[src/rtl/eth_pcs_params.sv]
// eth_pcs_params: shared 10GBASE-R PCS constants and the block-sync state type
package eth_pcs_params;
  localparam int W_SYNC = 2;
  localparam logic [W_SYNC-1:0] SYNC_DATA = 2'b01;
  localparam logic [W_SYNC-1:0] SYNC_CTRL = 2'b10;
  localparam int SH_VAL_TH = 64;
  localparam int SH_INVAL_TH = 16;
  localparam int W_SH_VAL_TH = $clog2(SH_VAL_TH);
  localparam int W_SH_INVAL_TH = $clog2(SH_INVAL_TH);
  localparam int SLIP_HOLDOFF = 2;
  localparam int W_SLIP_HOLDOFF = SLIP_HOLDOFF > 1 ? $clog2(SLIP_HOLDOFF) : 1;
  typedef enum logic [1:0] {TEST, SLIP, HOLD} rx_bs_state_t;
endpackage

[src/rtl/eth_pcs_rx_block_sync.sv]
// eth_pcs_rx_block_sync: sync-header block lock FSM issuing gearbox slip requests
module eth_pcs_rx_block_sync
  import eth_pcs_params::*;
(
  input  logic              i_clk,
  input  logic              i_rst,
  input  logic              i_valid,
  input  logic [W_SYNC-1:0] i_sync,
  output logic              o_slip,
  output logic              o_block_lock,
  output logic              o_sh_invalid
);
  rx_bs_state_t state, state_n;
  logic [W_SH_VAL_TH-1:0] sh_cnt, sh_cnt_n;
  logic [W_SH_INVAL_TH-1:0] sh_inval_cnt, sh_inval_cnt_n;
  logic [W_SLIP_HOLDOFF-1:0] hold_cnt, hold_cnt_n;
  logic lock_n;
  logic sh_ok, win_end, bad, drop, hold_done;
  assign sh_ok = i_sync == SYNC_DATA || i_sync == SYNC_CTRL;
  assign win_end = sh_cnt == W_SH_VAL_TH'(SH_VAL_TH - 1);
  assign bad = state == TEST && i_valid && !sh_ok;
  assign drop = bad && (!o_block_lock || sh_inval_cnt == W_SH_INVAL_TH'(SH_INVAL_TH - 1));
  assign hold_done = SLIP_HOLDOFF == 0 || (i_valid && hold_cnt == W_SLIP_HOLDOFF'(SLIP_HOLDOFF - 1));
  always_comb begin
    state_n = state;
    sh_cnt_n = sh_cnt;
    sh_inval_cnt_n = sh_inval_cnt;
    hold_cnt_n = hold_cnt;
    lock_n = o_block_lock;
    unique case (state)
      TEST: if (i_valid) begin
        if (drop) begin
          state_n = SLIP;
          lock_n = 1'b0;
        end else if (win_end) begin
          sh_cnt_n = '0;
          sh_inval_cnt_n = '0;
          lock_n = 1'b1;
        end else begin
          sh_cnt_n = sh_cnt + 1'b1;
          sh_inval_cnt_n = sh_inval_cnt + W_SH_INVAL_TH'(!sh_ok);
        end
      end
      SLIP: begin
        state_n = HOLD;
        sh_cnt_n = '0;
        sh_inval_cnt_n = '0;
        hold_cnt_n = '0;
        lock_n = 1'b0;
      end
      HOLD: begin
        state_n = hold_done ? TEST : HOLD;
        hold_cnt_n = hold_done ? '0 : hold_cnt + W_SLIP_HOLDOFF'(i_valid);
      end
      default: state_n = TEST;
    endcase
  end
  always_ff @(posedge i_clk) begin
    if (i_rst) begin
      state <= TEST;
      sh_cnt <= '0;
      sh_inval_cnt <= '0;
      hold_cnt <= '0;
      o_block_lock <= 1'b0;
      o_slip <= 1'b0;
      o_sh_invalid <= 1'b0;
    end else begin
      state <= state_n;
      sh_cnt <= sh_cnt_n;
      sh_inval_cnt <= sh_inval_cnt_n;
      hold_cnt <= hold_cnt_n;
      o_block_lock <= lock_n;
      o_slip <= state == SLIP;
      o_sh_invalid <= bad;
    end
  end
endmodule
[config.mk]
export PLATFORM = sky130hd
export DESIGN_NAME = eth_pcs_rx_block_sync
export DESIGN_NICKNAME = d
export VERILOG_FILES = /design/src/rtl/eth_pcs_params.sv /design/src/rtl/eth_pcs_rx_block_sync.sv
export SDC_FILE = /design/constraint.sdc
export NUM_CORES = 1
export LEC_CHECK = 0
export BUFFER_PORTS_ARGS = -buffer_cell sky130_fd_sc_hd__buf_4
export CORE_MARGIN = 2
export CORE_UTILIZATION = 57
export CTS_CLUSTER_SIZE = 10
export DETAILED_ROUTE_END_ITERATION = 10
export HOLD_SLACK_MARGIN = 0.08
export PLACE_DENSITY = 0.86
export SLEW_MARGIN = 40
export SYNTH_ARGS = -nofsm -noshare
export SYNTH_HDL_FRONTEND = slang
export SYNTH_SLANG_ARGS = --single-unit
[constraint.sdc]
create_clock -name i_clk -period 2.1 [get_ports i_clk]
set_clock_uncertainty 0.1 [all_clocks]
set_input_delay 0.315 -clock i_clk [delete_from_list [all_inputs] [get_ports i_clk]]
set_output_delay 0.315 -clock i_clk [all_outputs]
set_load 0.01 [all_outputs]
# After elaboration in Yosys (flattened, before gate mapping)
# Cells that the tools add are included.
# classes
n_addsub	3
n_mul	0
n_div	0
magnitude_cmp	0
eq_ne	10
shift	0
muxes	18
n_bitwise	0
n_reduce_logical	14
# ops
op	count
6-bit two-way mux	3
4-bit two-way mux	3
6-bit one-hot mux with 2 select lines	1
4-bit one-hot mux with 2 select lines	1
6-bit by 1-bit adder with 6-bit output (second input constant)	1
6-bit == test (second input constant)	1
2-bit two-way mux	3
2-bit != test (second input constant)	3
2-bit one-hot mux with 3 select lines	1
3-bit AND reduction	2
4-bit by 1-bit adder with 4-bit output	1
2-bit by 1-bit == test with 1-bit output (second input constant)	2
2-bit == test (second input constant)	2
4-bit == test (second input constant)	1
1-bit logical AND	4
1-bit two-way mux	4
1-bit one-hot mux with 2 select lines	2
2-bit nonzero test	2
3-bit != test (second input constant)	1
1-bit zero test	2
2-bit zero test	1
1-bit logical OR	2
2-bit AND reduction	1
1-bit adder	1
# totals
reg_bits	16
latchBits	0
mem_bits_rw	0
romBits	0
inputBits	5
elab_cells	52
mem_count	0

# Logic depth before layout (Yosys ltp)
# depth
ltp_word	8
ltp_mapped	7

# Least setup slack after synthesis
# Ideal clock, no wire load.
# synth_timing
kind	register -> register
from	register state[0]
to	register sh_inval_cnt[0]
arrival_ns	1.622
setup_slack_ns	0.261
path_stages_with_launch	8
path_buffers	1
period_less_slack_ns	1.839
cell_sequence	dfxtp_1 inv_1 ha_1 clkbuf_1 nand2_1 a2bb2oi_2 nand2_1 a31o_2
# synth_via
elab_chain_cells	6
# synth_lines
element	line	source
from (decl)	eth_pcs_rx_block_sync.sv:13	rx_bs_state_t state, state_n;
from (signal assigned)	eth_pcs_rx_block_sync.sv:68	state <= state_n;
2-bit zero test	eth_pcs_rx_block_sync.sv:21, eth_pcs_rx_block_sync.sv:30	
1-bit logical AND (2 in a row)	eth_pcs_rx_block_sync.sv:21	assign bad = state == TEST && i_valid && !sh_ok;
1-bit logical AND	eth_pcs_rx_block_sync.sv:22	assign drop = bad && (!o_block_lock || sh_inval_cnt == W_SH_INVAL_TH'(SH_INVAL_TH - 1));
2-bit != test (no line)	--	
3-bit AND reduction (no line)	--	
to (signal assigned)	eth_pcs_rx_block_sync.sv:70	sh_inval_cnt <= sh_inval_cnt_n;
to (decl)	eth_pcs_rx_block_sync.sv:15	logic [W_SH_INVAL_TH-1:0] sh_inval_cnt, sh_inval_cnt_n;
# Several ways; a longest one is shown, not always the timed one.
# A chain may end at the register's enable or synchronous reset.

# Worst setup path after layout
# layout_timing
from	register state[0]
to	register sh_cnt[5]
# layout_via
elab_chain_cells	6
# layout_lines
element	line	source
2-bit zero test	eth_pcs_rx_block_sync.sv:21, eth_pcs_rx_block_sync.sv:30	
1-bit logical AND (2 in a row)	eth_pcs_rx_block_sync.sv:21	
1-bit logical AND	eth_pcs_rx_block_sync.sv:22	
2-bit != test (no line)	--	
3-bit AND reduction (no line)	--	
to (signal assigned)	eth_pcs_rx_block_sync.sv:69	sh_cnt <= sh_cnt_n;
to (decl)	eth_pcs_rx_block_sync.sv:14	logic [W_SH_VAL_TH-1:0] sh_cnt, sh_cnt_n;
# Several ways; a longest one is shown, not always the timed one.

==> results.txt <==
Maxcap violations - 0
Yosys reg bits - 16
Most frequent cells in the layout - dfxtp_1, nand3_1, buf_4
1st-pass router iterations - 5
Routed WL - 1.975 mm
PortBufs - 7
Status - finished clean
Synth Cell Area - 949.7 um2
Final period utilization - 94.13%
CORE AREA - 1541 um2
Slew margin rel. - 69.02%
Most common cell after layout, fill and taps aside - dfxtp_1
Layout Nets - 127
Fin. max-slew vios - 0
Clock root cell - clkbuf_4
Peak supply drop - 0.0007049 V
P_leak - 0.4319 nW
Largest family of logic cells by synthesized area - compound AO/OA/AOI/OAI gates
FP Rows - 14
Crit path time final - 1.977 ns
# DRC - 0
Final instance area - 1059 um2
DR WL/cell - 15.31 um
Clock buffer depth - 2
CP startpoint kind - flip-flop
Total Routing Usage GR - 22.65%
CP Class - reg2reg
Post-synthesis xor/xnor area fraction - 0.9223%
Vias - 861
Post-synth EDFFs - 0
Ys flop type - dfxtp_1
Placed cell area - 1022 um2
Adder and majority gate portion of the synthesized area - 10.54%
Full die area - 2008 um2
Post-Place Setup Slack - 0.1562 ns
Vias per cell - 6.674
Inserted Clock Buffers - 3
Mux contribution to synthesized area - 4.216%
Ports - 8
Top cell type's share of synthesized area - 33.73%
CTS resizes - 0
Post-route ant nets - 0
Clock transition at the registers of the reported paths - 0.09 ns
Synth Warn # - 0
Initial antenna violation count - 0
Post-DP HPWL - 1.428 mm
Vias in the first global route - 749
Actual transition at the worst max-transition pin - 0.4647 ns
Synth async-reset ratio - 0%
Fin. Hold Viols - 0
DRT iter0 DRCs - 42
Critical-path maximum fanout - 11
Yosys cell types - 35
Setup slack after layout - 0.1233 ns
Layout area overhead - 11.46%
Gpl congestion - 0.8656
Crit end category - flip-flop
First-pass GRT wire length - 3.318 mm
Hold WC Path Type - in2reg
Share of cells above drive strength 1 - 20.35%
Synth Area in Simple Gates - 22.92%
Hold slack - 0.2150 ns
# diodes - 0
Register area share after synthesis - 33.73%
CTS tree - done
Syn Nets - 116
Syn Inst Count - 103
Avg Cell Area, Syn - 9.220 um2
Initial Utilization - 61.61%
Die width - 44.82 um
Setup Viol. Count Final - 0
Die boundary height - 44.82 um
Area leader, netlist - dfxtp_1
Hold buffer count at cts - 0
Post-route core utilization - 68.67%
Arr. time, crit path - 2.07 ns
Power Density - 921.7 nW/um2
H-tree depth - 1
Synth area leaders - dfxtp_1, ha_1, nand3_1
Setup TNS - 0 ns
RSZ-0062 raised after global routing - no
GRT overflow - 0
Largest net degree at the start of global routing - 15
Clk Latency, worst-skew pair - 0.29 ns
Clock Sinks - 16
Max Freq - 0.5059 GHz
Compound-cell area share of the yosys netlist - 23.32%
CP required - 2.19 ns
Postcts setup bufs - 0
final cells by class:
class	instances	area, um2
Timing Repair Buffer	10	75.07
Multi-Input combinational cell	78	588.1
Sequential cell	16	320.3
Fill cell	116	483.0
Inverter	5	18.77
Clock buffer	4	36.28
Tap cell	16	20.02
state kept, by name (all words and copies together), names as in the netlist:
signal / cells
hold_cnt: 1
o_block_lock: 1
o_sh_invalid: 1
o_slip: 1
sh_cnt: 6
sh_inval_cnt: 4
state: 2
worst paths after layout:
kind	slack, ns	depth (start not counted)	start	endpoint
min	0.22	2	i_rst	hold_cnt
max	0.12	7	state[0]	sh_cnt[5]
min reg2reg	0.38	2	hold_cnt	hold_cnt
max reg2reg	0.12	7	state[0]	sh_cnt[5]
per-layer routing:
metal	vias up	routed length (um)	global-route usage, %
met5	-	0	0
met4	0	50	7.059
met3	12	150	6.000
met2	48	927	37.97
met1	392	847	28.43
li1	409	-	-
kinds of logic (layout without fill, tap and decap cells):
logic type	Yosys count	in the layout
muxes	4	4
buffers and inverters	9	19
DFF	16	16
AOI/OAI and AO/OA	26	26
and+or+nand+nor	39	39
xor gates and xnor gates	1	1
adders and majority gates	8	8
Yosys cell counts (2+ instances only):
cell type / number
o21ai_0: 2
nand3_1: 13
nand4_1: 2
nor2_1: 6
nand2_1: 3
a22oi_1: 3
nor3_1: 3
a21oi_1: 6
dfxtp_1: 16
inv_1: 5
nor2b_1: 2
ha_1: 8
nor4b_1: 2
and3_1: 3
mux2i_1: 4
clkbuf_1: 3
nand2b_1: 2
a31o_2: 3
metrics by stage:
stage	std cells	power, mW
final	129	0.9756
after global routing	129	1.042
after CTS	129	0.9787
after detailed placement	125	0.7705
after global placement	125	0.7524
after floorplan	103	0.6644
power by group:
group / switching [mW] / internal (mW) / leakage [nW]
clock: 0.0980 / 0.106 / 0.0210
combinational: 0.228 / 0.179 / 0.281
sequential: 0.0260 / 0.339 / 0.130
total: 0.352 / 0.623 / 0.432
critical path, cell delays in order, from the launching register on:
cell	delay [ns]
dfxtp_1	0.35
inv_1	0.13
ha_1	0.37
nand2_1	0.20
a2bb2oi_2	0.17
buf_4	0.17
a22o_1	0.21
a21o_1	0.17
Note: power is estimated with default switching activity, not from simulation.
